$ cat config.mk
export PLATFORM = sky130hd
export DESIGN_NAME = hazard_stall_ctl
export DESIGN_NICKNAME = d
export VERILOG_FILES = /design/src/rtl/hazard_stall_ctl_pkg.sv /design/src/rtl/hazard_muldiv_timer.sv /design/src/rtl/hazard_stall_ctl.sv
export SDC_FILE = /design/constraint.sdc
export NUM_CORES = 1
export LEC_CHECK = 0
export ABC_AREA = 1
export CORE_AREA = 2 2 70 72
export DETAILED_ROUTE_END_ITERATION = 10
export DIE_AREA = 0 0 72 74
export PLACE_DENSITY = 0.76
export SETUP_SLACK_MARGIN = 0.02
export SLEW_MARGIN = 20
export SYNTH_ARGS = -nofsm -noshare
export SYNTH_HDL_FRONTEND = slang
export SYNTH_SLANG_ARGS = --single-unit
$ cat constraint.sdc
create_clock -name CLK -period 1.8 [get_ports CLK]
set_clock_uncertainty 0.05 [all_clocks]
set_input_delay 0.27 -clock CLK [delete_from_list [all_inputs] [get_ports CLK]]
set_output_delay 0.27 -clock CLK [all_outputs]
set_load 0.01 [all_outputs]
$ cat src/rtl/hazard_stall_ctl_pkg.sv
// Shared types and stall-cause codes for the hazard interlock controller.
// History depth and cause encodings live here so the bench and RTL agree on them.
package hazard_stall_ctl_pkg;

    localparam int HIST_DEPTH = 3;

    typedef enum logic [1:0] {
        STALL_NONE    = 2'd0,
        STALL_LOADUSE = 2'd1,
        STALL_CMP     = 2'd2,
        STALL_MULDIV  = 2'd3
    } stallCause_e;

    typedef struct packed {
        logic [4:0] dest;
        logic       isLoad;
    } histEntry_t;

    // r0 is never a producer, so a zero destination can never match.
    function automatic logic srcMatch(histEntry_t h, logic [4:0] src, logic srcValid);
        return srcValid && (h.dest != 5'd0) && (h.dest == src);
    endfunction

endpackage

$ cat src/rtl/hazard_muldiv_timer.sv
// HI/LO busy timer: loads on an accepted mult/div issue and counts down to idle.
// Only instantiated when HAZARD_MULDIV_EN is defined.
module hazard_muldiv_timer #(
    parameter int CYCLES = 32
) (
    input  logic CLK,
    input  logic RESET,
    input  logic Load,
    output logic Busy
);

    localparam int CW = (CYCLES > 1) ? $clog2(CYCLES) : 1;
    // The issue cycle itself counts as the first of CYCLES, so the counter
    // only has to cover the remaining CYCLES-1 cycles.
    localparam logic [CW-1:0] LOAD_VAL = CW'(CYCLES - 1);

    logic [CW-1:0] count;

    always_ff @(posedge CLK or negedge RESET) begin
        if (!RESET) begin
            count <= '0;
        end else if (Load) begin
            count <= LOAD_VAL;
        end else if (count != '0) begin
            count <= count - CW'(1);
        end
    end

    assign Busy = (count != '0);

endmodule

$ cat src/rtl/hazard_stall_ctl.sv
// ID-stage interlock: stalls IF/ID and bubbles EXE for load-use, ID compare and
// (with HAZARD_MULDIV_EN defined) mult/div HI/LO hazards.
module hazard_stall_ctl
    import hazard_stall_ctl_pkg::*;
#(
    parameter int MULDIV_CYCLES = 32,
    parameter int CNT_W         = 16
) (
    input  logic             CLK,
    input  logic             RESET,
    input  logic [31:0]      Instr,
    input  logic             InstrValid,
    input  logic             RegWrite,
    input  logic             RegDest,
    input  logic             UsesRt,
    input  logic             MemRead,
    input  logic             CmpInID,
    input  logic             MulDivStart,
    input  logic             ReadsHiLo,
    output logic             Stall,
    output logic             Bubble,
    output logic [1:0]       StallCause,
    output logic [CNT_W-1:0] StallCnt
);

    histEntry_t  hist [HIST_DEPTH];
    histEntry_t  issueEntry;
    logic [4:0]  rsAddr;
    logic [4:0]  rtAddr;
    logic [4:0]  rdAddr;
    logic        matchH0;
    logic        matchH1;
    logic        loadUseHaz;
    logic        cmpHaz;
    logic        mulDivHaz;
    logic        stallAny;
    stallCause_e cause;
    logic        unusedBits;

    assign rsAddr = Instr[25:21];
    assign rtAddr = Instr[20:16];
    assign rdAddr = Instr[15:11];

    assign issueEntry.dest   = (RegWrite && InstrValid) ? (RegDest ? rdAddr : rtAddr) : 5'd0;
    assign issueEntry.isLoad = MemRead;

    assign matchH0 = srcMatch(hist[0], rsAddr, 1'b1) || srcMatch(hist[0], rtAddr, UsesRt);
    assign matchH1 = srcMatch(hist[1], rsAddr, 1'b1) || srcMatch(hist[1], rtAddr, UsesRt);

    assign loadUseHaz = InstrValid && hist[0].isLoad && matchH0;
    assign cmpHaz     = InstrValid && CmpInID && (matchH0 || (hist[1].isLoad && matchH1));

`ifdef HAZARD_MULDIV_EN
    logic mulDivBusy;

    hazard_muldiv_timer #(
        .CYCLES (MULDIV_CYCLES)
    ) uMulDivTimer (
        .CLK   (CLK),
        .RESET (RESET),
        .Load  (MulDivStart && !stallAny && InstrValid),
        .Busy  (mulDivBusy)
    );

    assign mulDivHaz  = InstrValid && mulDivBusy && (ReadsHiLo || MulDivStart);
    assign unusedBits = ^{Instr[31:26], Instr[10:0]};
`else
    assign mulDivHaz  = 1'b0;
    assign unusedBits = ^{Instr[31:26], Instr[10:0], MulDivStart, ReadsHiLo};
`endif

    assign stallAny = loadUseHaz || cmpHaz || mulDivHaz;

    // Compare hazards win the reported cause; Stall itself is the OR of all three.
    always_comb begin
        cause = STALL_NONE;
        if (cmpHaz) begin
            cause = STALL_CMP;
        end else if (loadUseHaz) begin
            cause = STALL_LOADUSE;
        end else if (mulDivHaz) begin
            cause = STALL_MULDIV;
        end
    end

    assign Stall      = stallAny;
    assign Bubble     = stallAny;
    assign StallCause = cause;

    // A stalled cycle pushes a bubble into EXE while the ID instruction is held.
    always_ff @(posedge CLK or negedge RESET) begin
        if (!RESET) begin
            for (int i = 0; i < HIST_DEPTH; i++) begin
                hist[i] <= '0;
            end
        end else begin
            hist[2] <= hist[1];
            hist[1] <= hist[0];
            hist[0] <= stallAny ? histEntry_t'('0) : issueEntry;
        end
    end

    always_ff @(posedge CLK or negedge RESET) begin
        if (!RESET) begin
            StallCnt <= '0;
        end else if (stallAny && !(&StallCnt)) begin
            StallCnt <= StallCnt + CNT_W'(1);
        end
    end

endmodule

==> results of run 1 <==
cell type report:
cell class	count	area [um^2]	share of cell area, %
well taps	54	67.56	2.601
repair buffers	69	653.1	25.14
clock buffers	4	55.05	2.119
flip-flops and latches	28	701.9	27.02
inverters	31	116.4	4.480
multi-input cells	194	1003	38.63
through the flow:
stage	setup slack, ns	std cells	utilization, %	cell area [um^2]
floorplan	0.05680	259	-	1795
global placement	-0.6331	374	53.12	2442
detailed placement	-0.6327	374	53.12	2442
CTS	-0.1035	379	54.97	2527
global route	-0.2629	380	56.49	2597
finish	-0.1362	380	56.49	2597
cell families (layout without fill, tap and decap cells):
logic type / Yosys count / count (layout) / share of synthesized area, %
buffers and inverters: 37 / 104 / 8.780
AO/OA/AOI/OAI: 6 / 6 / 1.673
XOR/XNOR: 16 / 16 / 7.805
flip-flops: 28 / 28 / 39.02
AND/OR/NAND/NOR: 171 / 171 / 42.02
adder cells (fa/ha/maj): 1 / 1 / 0.6968
critical path: stages, from the launching register on:
cell	delay, ns
dfrtp_1	0.44
inv_2	0.06
nand2_1	0.06
nand2_1	0.05
nor2_1	0.10
nand3_1	0.09
nand2_1	0.09
nand4_1	0.15
nand2_4	0.17
buf_6	0.12
Yosys cell counts:
| library cell | number | share of area (%) |
|---|---|---|
| buf_2 | 3 | 0.84 |
| buf_4 | 2 | 0.84 |
| buf_6 | 1 | 0.63 |
| clkinv_1 | 1 | 0.21 |
| dfrtp_1 | 28 | 39 |
| ha_1 | 1 | 0.70 |
| inv_1 | 25 | 5.2 |
| inv_2 | 5 | 1.0 |
| nand2_1 | 106 | 22 |
| nand2_2 | 1 | 0.35 |
| nand2_4 | 1 | 0.63 |
| nand3_1 | 26 | 7.2 |
| nand3_2 | 1 | 0.56 |
| nand4_1 | 5 | 1.7 |
| nand4_4 | 1 | 1.2 |
| nor2_1 | 17 | 3.6 |
| nor2_4 | 1 | 0.63 |
| nor3_1 | 7 | 2.0 |
| nor3_2 | 1 | 0.56 |
| nor3b_1 | 1 | 0.42 |
| nor4_1 | 3 | 1.0 |
| o21ai_0 | 6 | 1.7 |
| xnor2_1 | 8 | 3.9 |
| xor2_1 | 8 | 3.9 |
power breakdown:
| group | switching [W] | internal (W) | total [W] |
|---|---|---|---|
| Combinational | 0.000195 | 0.000195 | 0.000391 |
| Clock | 0.000198 | 0.000196 | 0.000395 |
| Sequential | 0.0000272 | 0.000665 | 0.000693 |
| Total | 0.000421 | 0.00106 | 0.00148 |
registers in the layout, summed over array words and instances (netlist names):
| signal | count |
|---|---|
| hist | 12 |
| StallCnt | 16 |
routing by layer:
layer | GRT usage (%) | vias up | part of all wire (%)
met5 | 0 | - | 0
met4 | 7.128 | 0 | 2.8
met3 | 2.304 | 14 | 4.5
met2 | 32.92 | 45 | 49
met1 | 21.91 | 825 | 43
li1 | - | 940 | -
timing repair:
item | CTS | global route
resized for setup | 39 | 16
endpoints found under the setup margin | 26 | 24
pin swaps | 9 | 13
hold buffers | 0 | 0
cloned | 0 | 1
buffers inserted | 1 | 1
worst max-delay path by stage:
stage	cells after the start	start	endpoint
after floorplan	9	StallCnt[0]	StallCnt[12]
after global placement	12	Instr[18]	Bubble
after detailed placement	12	Instr[24]	Stall
after CTS	11	hist[15]	Bubble
after global routing	9	hist[17]	StallCause[0]
final	9	hist[17]	Bubble
==> impl_results.md, run 1 <==
- P&R area growth vs syn: 44.67%
- Clock buffer count from CTS: 3
- Crit-path max FO: 4
- Syn_nets: ~300
- Hold Violations, Final: 0
- Detailed-route via count: 1824
- Lkg Pwr: roughly 1.4 nW
- Die Y: ~74 um
- Clock sink total: 28
- Max-slew violation count: 0
- Vias per cell: 4.800
- Most common cell after layout, fill and taps aside: nand2_1
- CTS tree: built
- Reg-to-reg slack, setup: approximately 0.040 ns
- Synthesized instance count: about 260
- Final TNS setup: -0.4141 ns
- Register bit total from synthesis: 28
- Failing checks: negative setup slack
- Clock root cell: clkbuf_8
- Required @ worst endpoint: about 1.5 ns
- Maximum VDD drop: approximately 0.46 mV
- Syn Area/Cell: slightly below 7 um^2
- Initial antenna violation count: 0
- Clk slew on worst S/H paths: 0.10 ns
- Detailed placer's ending HPWL: 3.433 mm
- Final Setup Violations: 4
- Layout cells sized above 1: roughly 20%
- Endpoint of the worst-slack reg-to-reg timing path: StallCnt[9]
- Largest net degree at the start of global routing: 29
- Hold Path Class: in -> async
- Die X-Extent: 72 um
- Final layout net count: 370
- ANT nets after route: 0
- Achievable Freq: 516.5 MHz
- Cells on worst reg2reg path: 12
- Most frequent cells in the layout: nand2_1 (98), clkdlybuf4s50_1 (29), dfrtp_1 (27)
- Pre-antenna DRT Iters: 4
- Total GRT Usage: 18.10%
- Reg-to-Reg Start: hist[17]
- Slew @ Worst Pin: around 0.51 ns
- Worst rel slew slack: between 60% and 70%
- Synth Cell Area: 0.001795 mm^2
- Grt ovf: 0
- Clock latency reported for the late side of the worst-skew pair: roughly 0.28 ns
- Crit share post-route: 107.6%
- CP Capture Type: output pin
- Final worst setup slack: -0.1362 ns
- Number of remaining DRC errors: 0
- Number of synthesis warnings: 0
- Die area: between 0.005 and 0.006 mm^2
- Yosys cell types: 24
- Starting DRT DRC Count: 54
- N_diodes: 0
- GPL Wtd Cong: roughly 0.85
- Number of global-route vias before repair: 1786
- Sequential cell area fraction in the yosys report: around two fifths
- Clk buf depth: 2
- Power density cells: between 500 and 600 mW/mm^2
- # rows: 25
- Fillers: 451
- First-pass GRT wire length: about 7.6 mm
- Port Buffer Count: 42
- Critical path arrival: 1.62 ns
- Core footprint: around 0.0046 mm^2
- Final min period: approximately 1.9 ns
- Status: complete, but fails checks
- RSZ-0062 raised after global routing: true
- Max-cap viol count: 0
- Total Wirelength: ~4.7 mm
- Routed len/inst: between 10 and 15 um
- CP Class: reg -> out
- IO Pins: between 60 and 70
- Hold WS: around 0.31 ns
- Starting Density: a little under 40%
- CTS H-tree depth: 1
- CP startpoint kind: flop
- Tot Pwr: ~0.0015 W
Note: power is estimated with default switching activity, not from simulation.
==> run 2: changes to the inputs <==
--- a/config.mk
+++ b/config.mk
@@ -7,6 +7,7 @@
 export LEC_CHECK = 0
 export ABC_AREA = 1
 export CORE_AREA = 2 2 70 72
+export CTS_CLUSTER_SIZE = 16
 export DETAILED_ROUTE_END_ITERATION = 10
 export DIE_AREA = 0 0 72 74
 export PLACE_DENSITY = 0.76
==> results of run 2 <==
No change in the layout: final DEF, timing and power equal those of run 1.
